==> src/rtl/footsies_pkg.sv <==
// Shared state encodings and frame constants for the per-player fight FSMs.
// Pure definitions: no latency, no flow control.
package footsies_pkg;

    typedef enum logic [1:0] {
        ST_IDLE      = 2'd0,
        ST_HITSTUN   = 2'd1,
        ST_BLOCKSTUN = 2'd2,
        ST_KO        = 2'd3
    } react_state_e;

    localparam int HITSTUN_FRAMES_DEF   = 20;
    localparam int BLOCKSTUN_FRAMES_DEF = 12;
    localparam int MAX_HEALTH_DEF       = 3;
    localparam int KB_FRAMES_DEF        = 6;
    localparam int KB_PX_DEF            = 2;

    localparam int HEALTH_W   = 2;
    localparam int KB_DX_W    = 4;
    localparam int STUN_CNT_W = 8;

    // Knockback pushes the player away from the side it faces.
    function automatic logic [KB_DX_W-1:0] kb_delta(input logic facing_left, input int px);
        logic [KB_DX_W-1:0] mag;
        mag = KB_DX_W'(px);
        return facing_left ? mag : (KB_DX_W'(0) - mag);
    endfunction

endpackage

==> src/rtl/stun_counter.sv <==
// Loadable frame down-counter with zero flag; priority clr > load > decrement.
// Count updates one clk after clr/load/en; never blocks, saturates at zero.
module stun_counter
    import footsies_pkg::*;
#(
    parameter int W = STUN_CNT_W
) (
    input  logic         clk,
    input  logic         rst_n,
    input  logic         clr,
    input  logic         load,
    input  logic [W-1:0] load_val,
    input  logic         en,
    output logic [W-1:0] cnt,
    output logic         zero
);

    logic [W-1:0] cnt_q;
    logic [W-1:0] cnt_d;

    always_comb begin
        cnt_d = cnt_q;
        if (clr) begin
            cnt_d = '0;
        end else if (load) begin
            cnt_d = load_val;
        end else if (en && (cnt_q != '0)) begin
            cnt_d = cnt_q - W'(1);
        end
    end

    always_ff @(posedge clk or negedge rst_n) begin
        if (!rst_n) begin
            cnt_q <= '0;
        end else begin
            cnt_q <= cnt_d;
        end
    end

    assign cnt  = cnt_q;
    assign zero = (cnt_q == '0);

endmodule

==> src/rtl/hit_reaction_fsm.sv <==
// Per-player hit/block reaction: stun timing, health, KO and knockback.
// Events act one clk after their rising edge; knockback is combinational on frame_tick.
module hit_reaction_fsm
    import footsies_pkg::*;
#(
    parameter int HITSTUN_FRAMES   = HITSTUN_FRAMES_DEF,
    parameter int BLOCKSTUN_FRAMES = BLOCKSTUN_FRAMES_DEF,
    parameter int MAX_HEALTH       = MAX_HEALTH_DEF,
    parameter int KB_FRAMES        = KB_FRAMES_DEF,
    parameter int KB_PX            = KB_PX_DEF
) (
    input  logic                clk,
    input  logic                rst_n,
    input  logic                frame_tick,
    input  logic                round_reset,
    input  logic                got_hit,
    input  logic                got_blocked,
    input  logic                back_held,
    input  logic                attack_busy,
    input  logic                facing_left,
    output logic                is_blocking,
    output logic                hurtbox_active,
    output logic                stunned,
    output logic [1:0]          state,
    output logic [HEALTH_W-1:0] health,
    output logic                kb_en,
    output logic [KB_DX_W-1:0]  kb_dx,
    output logic                ko
);

    localparam logic [HEALTH_W-1:0]   HEALTH_FULL = HEALTH_W'(MAX_HEALTH);
    localparam logic [STUN_CNT_W-1:0] HIT_LOAD    = STUN_CNT_W'(HITSTUN_FRAMES);
    localparam logic [STUN_CNT_W-1:0] BLK_LOAD    = STUN_CNT_W'(BLOCKSTUN_FRAMES);
    localparam logic [STUN_CNT_W-1:0] KB_LOAD     = STUN_CNT_W'(KB_FRAMES);

    react_state_e          state_q, state_d;
    logic [HEALTH_W-1:0]   health_q, health_d, health_dec;
    logic                  hit_q, hit_d, blk_q, blk_d;
    logic                  hit_rise, blk_rise, can_react, in_stun, stun_expire;
    logic                  stun_load, kb_load;
    logic [STUN_CNT_W-1:0] stun_val, stun_cnt, kb_cnt_unused;
    logic                  stun_zero, kb_zero;

    always_comb begin
        hit_rise    = got_hit & ~hit_q;
        blk_rise    = got_blocked & ~blk_q;
        can_react   = (state_q == ST_IDLE) || (state_q == ST_BLOCKSTUN);
        in_stun     = (state_q == ST_HITSTUN) || (state_q == ST_BLOCKSTUN);
        health_dec  = (health_q == '0) ? '0 : (health_q - HEALTH_W'(1));
        // A zero count while stunned can only come from a zero-frame parameter.
        stun_expire = in_stun && (stun_zero || (frame_tick && (stun_cnt == STUN_CNT_W'(1))));
    end

    always_comb begin
        state_d   = state_q;
        health_d  = health_q;
        stun_load = 1'b0;
        stun_val  = '0;
        kb_load   = 1'b0;
        hit_d     = round_reset ? 1'b0 : got_hit;
        blk_d     = round_reset ? 1'b0 : got_blocked;
        if (round_reset) begin
            state_d  = ST_IDLE;
            health_d = HEALTH_FULL;
        end else if (can_react && hit_rise) begin
            health_d  = health_dec;
            kb_load   = 1'b1;
            stun_load = 1'b1;
            if (health_dec == '0) begin
                state_d  = ST_KO;
                stun_val = '0;
            end else begin
                state_d  = ST_HITSTUN;
                stun_val = HIT_LOAD;
            end
        end else if (can_react && blk_rise) begin
            state_d   = ST_BLOCKSTUN;
            stun_load = 1'b1;
            stun_val  = BLK_LOAD;
            kb_load   = 1'b1;
        end else if (stun_expire) begin
            state_d = ST_IDLE;
        end
    end

    always_ff @(posedge clk or negedge rst_n) begin
        if (!rst_n) begin
            state_q  <= ST_IDLE;
            health_q <= HEALTH_FULL;
            hit_q    <= 1'b0;
            blk_q    <= 1'b0;
        end else begin
            state_q  <= state_d;
            health_q <= health_d;
            hit_q    <= hit_d;
            blk_q    <= blk_d;
        end
    end

    stun_counter #(.W(STUN_CNT_W)) u_stun_cnt (
        .clk      (clk),
        .rst_n    (rst_n),
        .clr      (round_reset),
        .load     (stun_load),
        .load_val (stun_val),
        .en       (frame_tick),
        .cnt      (stun_cnt),
        .zero     (stun_zero)
    );

    // Knockback only needs to know whether frames remain.
    stun_counter #(.W(STUN_CNT_W)) u_kb_cnt (
        .clk      (clk),
        .rst_n    (rst_n),
        .clr      (round_reset),
        .load     (kb_load),
        .load_val (KB_LOAD),
        .en       (frame_tick),
        .cnt      (kb_cnt_unused),
        .zero     (kb_zero)
    );

    assign state          = state_q;
    assign health         = health_q;
    assign is_blocking    = back_held & ~attack_busy & can_react;
    assign stunned        = (state_q != ST_IDLE);
    assign hurtbox_active = (state_q != ST_KO);
    assign ko             = (state_q == ST_KO);
    assign kb_en          = frame_tick & ~kb_zero;
    assign kb_dx          = kb_en ? kb_delta(facing_left, KB_PX) : '0;

endmodule

==> config.mk <==
export PLATFORM = sky130hd
export DESIGN_NAME = hit_reaction_fsm
export DESIGN_NICKNAME = d
export VERILOG_FILES = /design/src/rtl/footsies_pkg.sv /design/src/rtl/stun_counter.sv /design/src/rtl/hit_reaction_fsm.sv
export SDC_FILE = /design/constraint.sdc
export NUM_CORES = 1
export LEC_CHECK = 0
export CAP_MARGIN = 40
export CORE_MARGIN = 3
export CORE_UTILIZATION = 40
export CTS_CLUSTER_DIAMETER = 100
export DETAILED_ROUTE_END_ITERATION = 12
export GPL_TIMING_DRIVEN = 1
export SLEW_MARGIN = 0
export SYNTH_ARGS = -nofsm -noshare
export SYNTH_HDL_FRONTEND = slang
export SYNTH_SLANG_ARGS = --single-unit
export TNS_END_PERCENT = 10
==> constraint.sdc <==
create_clock -name clk -period 4.26 [get_ports clk]
set_input_delay 0.852 -clock clk [delete_from_list [all_inputs] [get_ports clk]]
set_output_delay 0.852 -clock clk [all_outputs]
set_load 0.01 [all_outputs]
# Word level (Yosys, flattened, before mapping)
# Index checks and enable logic that the tools add are counted.
# W data, S select, Z words.
[word_totals]
register_bits = 22
latch_bits = 0
ramBits = 0
romBits = 0
output_inout_bits = 13
elab_cells = 68
n_memories = 0
[op_classes]
add_sub_neg = 3
mul = 0
div_mod_pow = 0
n_lt_le_gt_ge = 0
eq_ne = 5
n_shift = 0
muxes = 24
bitwise_logic = 9
reduce_logical = 21
[op_table]
columns = ["operator", "count"]
rows = [
  ["$mux W8", 7],
  ["$logic_not A8 Y1", 2],
  ["$mux W2", 8],
  ["$reduce_bool A8 Y1", 2],
  ["$sub A8 B1 Y8 const B", 2],
  ["$mux W4", 3],
  ["$eq A8 B1 Y1 const B", 1],
  ["$logic_and A1 B1 Y1", 6],
  ["$logic_not A2 Y1", 3],
  ["$reduce_bool A3 Y1", 2],
  ["$and A1 B1 Y1", 5],
  ["$mux W1", 5],
  ["$mux W5", 1],
  ["$eq A2 B2 Y1 const B", 2],
  ["$not A1 Y1", 4],
  ["$reduce_bool A2 Y1", 2],
  ["$reduce_bool A4 Y1", 1],
  ["$logic_or A1 B1 Y1", 3],
  ["$eq A2 B1 Y1 const B", 1],
  ["$ne A2 B2 Y1 const B", 1],
  ["$sub A2 B1 Y2 const B", 1],
]

# Longest topological paths before layout
[depth]
ltp_word = 8
mapped_depth = 6
mapped_depth_nobuf = 6

# Cells and area by module
# Synthesis repeated with hierarchy kept, for this count alone.
[unflattened]
cells_unflattened = 172
area_unflattened_um2 = 1591.5
[modules_own_cells]
columns = ["mod", "instances", "cells_each", "area_per_inst_um2"]
rows = [
  ["stun_counter", 2, 61, 555.5],
  ["hit_reaction_fsm", 1, 50, 480.5],
]

# Worst setup path before layout
# No wires, ideal clock.
[synth_path]
path_type = "input -> output"
startpoint = "input port frame_tick"
endpoint = "output port kb_dx[3]"
arrival_ns = 2.017
setup_slack_ns = 1.391
path_stages = 5
path_cell_list = "buf_2 -> inv_1 -> a21oi_1 -> nor2b_1 -> buf_4"
[synth_between]
elab_chain_len = 2
[synth_rtl]
columns = ["element", "line_no", "text"]
rows = [
  ["start, declared", "hit_reaction_fsm.sv:14", "input logic frame_tick,"],
  ["$and A1 B1 Y1", "hit_reaction_fsm.sv:129", "assign kb_en = frame_tick & ~kb_zero;"],
  ["named net kb_en", "hit_reaction_fsm.sv:26", "output logic kb_en,"],
  ["$mux W4", "hit_reaction_fsm.sv:130", "assign kb_dx = kb_en ? kb_delta(facing_left, KB_PX) : '0;"],
  ["end, declared", "hit_reaction_fsm.sv:27", "output logic [KB_DX_W-1:0] kb_dx,"],
]
# The timed path passes the listed nets, and every way through them passes these cells.

# Worst setup path in the final report
[layout_path]
startpoint = "input port frame_tick"
endpoint = "output port kb_dx[3]"
[layout_between]
elab_chain_len = 2
[layout_rtl]
columns = ["element", "line_no"]
rows = [
  ["$and A1 B1 Y1", "hit_reaction_fsm.sv:129"],
  ["$mux W4", "hit_reaction_fsm.sv:130"],
]
# Every way passes these cells.

==> summary.md <==
| Metric | Value |
|---|---|
| Outcome | complete, no violations |
| Initial antenna violation count | 0 |
| Count of pins on the block boundary | 22 |
| Routed len/inst | 13.77 um |
| Count of endpoints failing hold in the final timing report | 0 |
| Flop pwr share | 38.6% |
| Total Die Area | 0.004025 mm2 |
| Cell with the largest stage delay on the worst path | sky130_fd_sc_hd__clkdlybuf4s50_1 |
| Post-Syn Instances | 134 |
| Post-route setup slack | 0.7922 ns |
| Worst supply voltage drop on vdd | 252.9 uV |
| Fraction of final layout cells with drive strength greater than 1 | 9.091% |
| Overall overflow remaining after global route | 0 |
| Area leader, netlist | sky130_fd_sc_hd__dfrtp_1 |
| Static leakage | 0.6541 nW |
| Global-route met1 utilization | 19.77% |
| Arrival time of the worst setup path | 2.62 ns |
| Setup clock skew after layout | 0.003842 ns |
| Switch Pwr | 0.2787 mW |
| Worst-path fanout max | 11 |
| Utilization of the core after routing | 51.53% |
| Half-perimeter wire length of the detailed placement result | 2.086 mm |
| Cell-by-cell trace of the critical path | clkdlybuf4s50_1 -> inv_1 -> a21oi_1 -> nor2b_1 -> clkdlybuf4s50_1 |
| Cell internal power dissipation | 0.4619 mW |
| Power Density | 463.2 mW/mm2 |
| Clk Tree Root Cell | sky130_fd_sc_hd__clkbuf_4 |
| Class of the most critical hold timing path | flip-flop to flip-flop |
| Mean number of vias per cell | 5.288 |
| Achievable Freq | 288.4 MHz |
| Fraction of power spent switching nets | 37.63% |
| Clock power share | 15.6% |
| Worst-case clock buffer depth | 2 |
| Post-synthesis cell area | 0.001320 mm2 |
| Count of different cell masters after synthesis | 42 |
| First-pass DRT Iterations | 4 |
| Post-route DRC | 0 |
| Number of nets in the layout | 172 |
| Required time of the critical path | 3.41 ns |
| Seq cells post-synth | 22 |
| Total number of yosys warnings | 0 |
| Placement Setup Slack | 0.7755 ns |
| First-pass GRT wire length | 4.905 mm |
| Top Family by Delay on Critical Path | buffers and inverters |
| Final Cycle Share | 81.40% |
| Maximum number of pins on one net before global-route repair | 16 |
| Sinks on the clock net | 22 |
| RSZ-0062 raised after global routing | false |
| FP Rows | 20 |
| Synthesized net count | 151 |
| Clock tree from TritonCTS | done |
| Count of input and output buffers | 20 |
| Pins over their slew limit | 0 |
| TNS Setup | 0 ns |
| Number of non-filler instances in the completed layout | 198 |
| Synthesized area per cell | 9.851 um2 |
| Hold_buf cts | 0 |
| Die Span X | 63.45 um |
| Starting Density | 42.54% |
| Min Tclk post-route | 3.468 ns |
| H-tree lvl count | 1 |
| Type of origin of the critical path | input pin |
| Worst Path Class, Setup | input pin to output pin |
| Synthesis-to-layout area growth | 21.14% |
| Highest-count cells in the layout ignoring fill and taps | sky130_fd_sc_hd__dfrtp_1 (20), sky130_fd_sc_hd__clkdlybuf4s50_1 (20), sky130_fd_sc_hd__nor2_1 (13) |
| CORE AREA | 0.003103 mm2 |
| Buffer and inverter count on the worst path | 3 |
| Total placed cells including tap cells | 194 |
| Slew headroom | 58.37% |
| Largest cells by area after synthesis | sky130_fd_sc_hd__dfrtp_1 (38%), sky130_fd_sc_hd__ha_1 (7.6%), sky130_fd_sc_hd__dfstp_2 (4.0%) |
| Vias | 1,047 |
| Antenna Diode Count | 0 |
| Setup-failing EPs final | 0 |
| DIE HEIGHT | 63.45 um |
| Combinational fraction of design power | 45.8% |
| Final hold slack | 0.5284 ns |
| Top cell type's share of synthesized area | 37.91% |
| TritonCTS Buffers | 3 |
| Number of global-route vias before repair | 1,071 |
| Overall routed net length | 2.727 mm |
| Violation count after the first detailed-route iteration | 45 |
| Max-capacitance violation count | 0 |
| Worst skew pair latency | 0.31 ns |
| Met2 track utilization from global routing | 25.81% |
| Routing layer with the top usage in global route | met2 |
| Critical Path End Type | output pin |
| Tightest Pin Transition | 0.6244 ns |
| Max stage delay on crit path | 0.70 ns |
| Layout filler cell count | 305 |
| Post-CTS resize count | 0 |
| Most Frequent Cell on Critical Path | sky130_fd_sc_hd__clkdlybuf4s50_1 |
| RD Place Congestion | 0.7902 |
| Sequential share of the synthesized area | 41.90% |
| Total track usage | 15.40% |
| Global Route met3 Usage | 4.813% |
| Clock transition at the register clock pins on the worst setup and hold paths after CTS | 0.12 ns |
| Count of antenna-violating nets left after detailed routing | 0 |
| Post-CTS setup buffers | 0 |
-- worst reg2reg max path: stages, from the launching register on --
cell                       delay (ns)
sky130_fd_sc_hd__dfrtp_1         0.41
sky130_fd_sc_hd__inv_1           0.08
sky130_fd_sc_hd__ha_1            0.25
sky130_fd_sc_hd__o22ai_1         0.53
sky130_fd_sc_hd__nand2_1         0.43
sky130_fd_sc_hd__a211oi_1        0.29
-- stage by stage --
stage	power (mW)	cell area (um2)
after floorplan	0.5233	1320
after global placement	0.6206	1548
after detailed placement	0.6278	1563
after CTS	0.7473	1599
after global routing	0.8011	1599
final	0.7406	1599
-- flip-flops by register name, indices dropped and copies added, names as in the netlist --
register and count:
hit_q 1, state 2, health 2, u_stun_cnt.cnt 8
blk_q 1, u_kb_cnt.cnt 8
-- worst paths after layout --
kind                                        from  slack [ns]  cells past startpoint                            end
setup / recovery                      frame_tick        0.79                      5                       kb_dx[3]
hold / removal             health[1]$_DFFE_PN1P_        0.53                      2          health[1]$_DFFE_PN1P_
setup reg to reg            state[0]$_DFFE_PN0P_        2.18                      5  u_stun_cnt.cnt[1]$_DFFE_PN0P_
hold reg to reg            health[1]$_DFFE_PN1P_        0.53                      2          health[1]$_DFFE_PN1P_
max in group asynchronous                  rst_n        2.93                      2          health[1]$_DFFE_PN1P_
min in group asynchronous                  rst_n        0.81                      1    u_kb_cnt.cnt[7]$_DFFE_PN0P_
-- layer usage --
layer | wire (um) | vias up | share of wire [%]
met5 | 0 | - | 0
met4 | 21 | 0 | 0.77
met3 | 114 | 2 | 4.2
met2 | 1345 | 19 | 49
met1 | 1245 | 513 | 46
li1 | - | 513 | -
-- layout make-up --
type	instances	area, um2	area share [%]
multi-input combinational	94	686.9	42.96
sequential	22	553.0	34.59
timing repair buffer	22	222.7	13.93
tap	44	55.05	3.443
inverter	12	45.04	2.817
clock buffer	4	36.28	2.269
-- cells in the mapped netlist --
| library cell | instances |
|---|---|
| sky130_fd_sc_hd__a311oi_1 | 2 |
| sky130_fd_sc_hd__o22ai_1 | 2 |
| sky130_fd_sc_hd__nor2b_1 | 6 |
| sky130_fd_sc_hd__o21ai_0 | 2 |
| sky130_fd_sc_hd__nand4b_1 | 1 |
| sky130_fd_sc_hd__dfstp_2 | 2 |
| sky130_fd_sc_hd__or4_1 | 1 |
| sky130_fd_sc_hd__nand3_1 | 1 |
| sky130_fd_sc_hd__nand4_1 | 4 |
| sky130_fd_sc_hd__nor4_4 | 1 |
| sky130_fd_sc_hd__buf_2 | 1 |
| sky130_fd_sc_hd__a211o_1 | 1 |
| sky130_fd_sc_hd__dfrtp_1 | 20 |
| sky130_fd_sc_hd__or4b_4 | 1 |
| sky130_fd_sc_hd__nor3b_1 | 4 |
| sky130_fd_sc_hd__o21a_4 | 1 |
| sky130_fd_sc_hd__or3_1 | 2 |
| sky130_fd_sc_hd__a21oi_1 | 9 |
| sky130_fd_sc_hd__nand2_1 | 4 |
| sky130_fd_sc_hd__xnor2_1 | 6 |
| sky130_fd_sc_hd__a311oi_2 | 1 |
| sky130_fd_sc_hd__o2111ai_1 | 2 |
| sky130_fd_sc_hd__nor2_1 | 13 |
| sky130_fd_sc_hd__clkbuf_1 | 2 |
| sky130_fd_sc_hd__a21boi_0 | 1 |
| sky130_fd_sc_hd__a211oi_1 | 2 |
| sky130_fd_sc_hd__nand4bb_1 | 1 |
| sky130_fd_sc_hd__o22a_1 | 1 |
| sky130_fd_sc_hd__xor2_1 | 3 |
| sky130_fd_sc_hd__and2b_2 | 1 |
| sky130_fd_sc_hd__inv_1 | 12 |
| sky130_fd_sc_hd__o31ai_1 | 2 |
| sky130_fd_sc_hd__a21o_1 | 1 |
| sky130_fd_sc_hd__buf_4 | 3 |
| sky130_fd_sc_hd__or4b_1 | 1 |
| sky130_fd_sc_hd__nor4_1 | 1 |
| sky130_fd_sc_hd__ha_1 | 8 |
| sky130_fd_sc_hd__a31oi_1 | 1 |
| sky130_fd_sc_hd__nor3_1 | 3 |
| sky130_fd_sc_hd__conb_1 | 1 |
| sky130_fd_sc_hd__a22o_1 | 2 |
| sky130_fd_sc_hd__a31o_2 | 1 |
-- cells by family after synthesis --
kind of cell,count (synthesis),synth area share [%]
and+or+nand+nor,45,20.95
AOI/OAI and AO/OA,31,17.25
DFF,22,41.90
buffers and inverters,18,6.066
xor gates and xnor gates,9,5.972
adders and majority gates,8,7.583
other,1,0.2841
-- power groups by stage --
stage / clock (mW) / combinational, mW / sequential (mW)
floorplan: 0 / 0.240 / 0.283
global placement: 0 / 0.333 / 0.288
detailed placement: 0 / 0.339 / 0.289
CTS: 0.120 / 0.342 / 0.285
global route: 0.129 / 0.379 / 0.293
finish: 0.116 / 0.339 / 0.286
(Power assumes the default switching activity.)
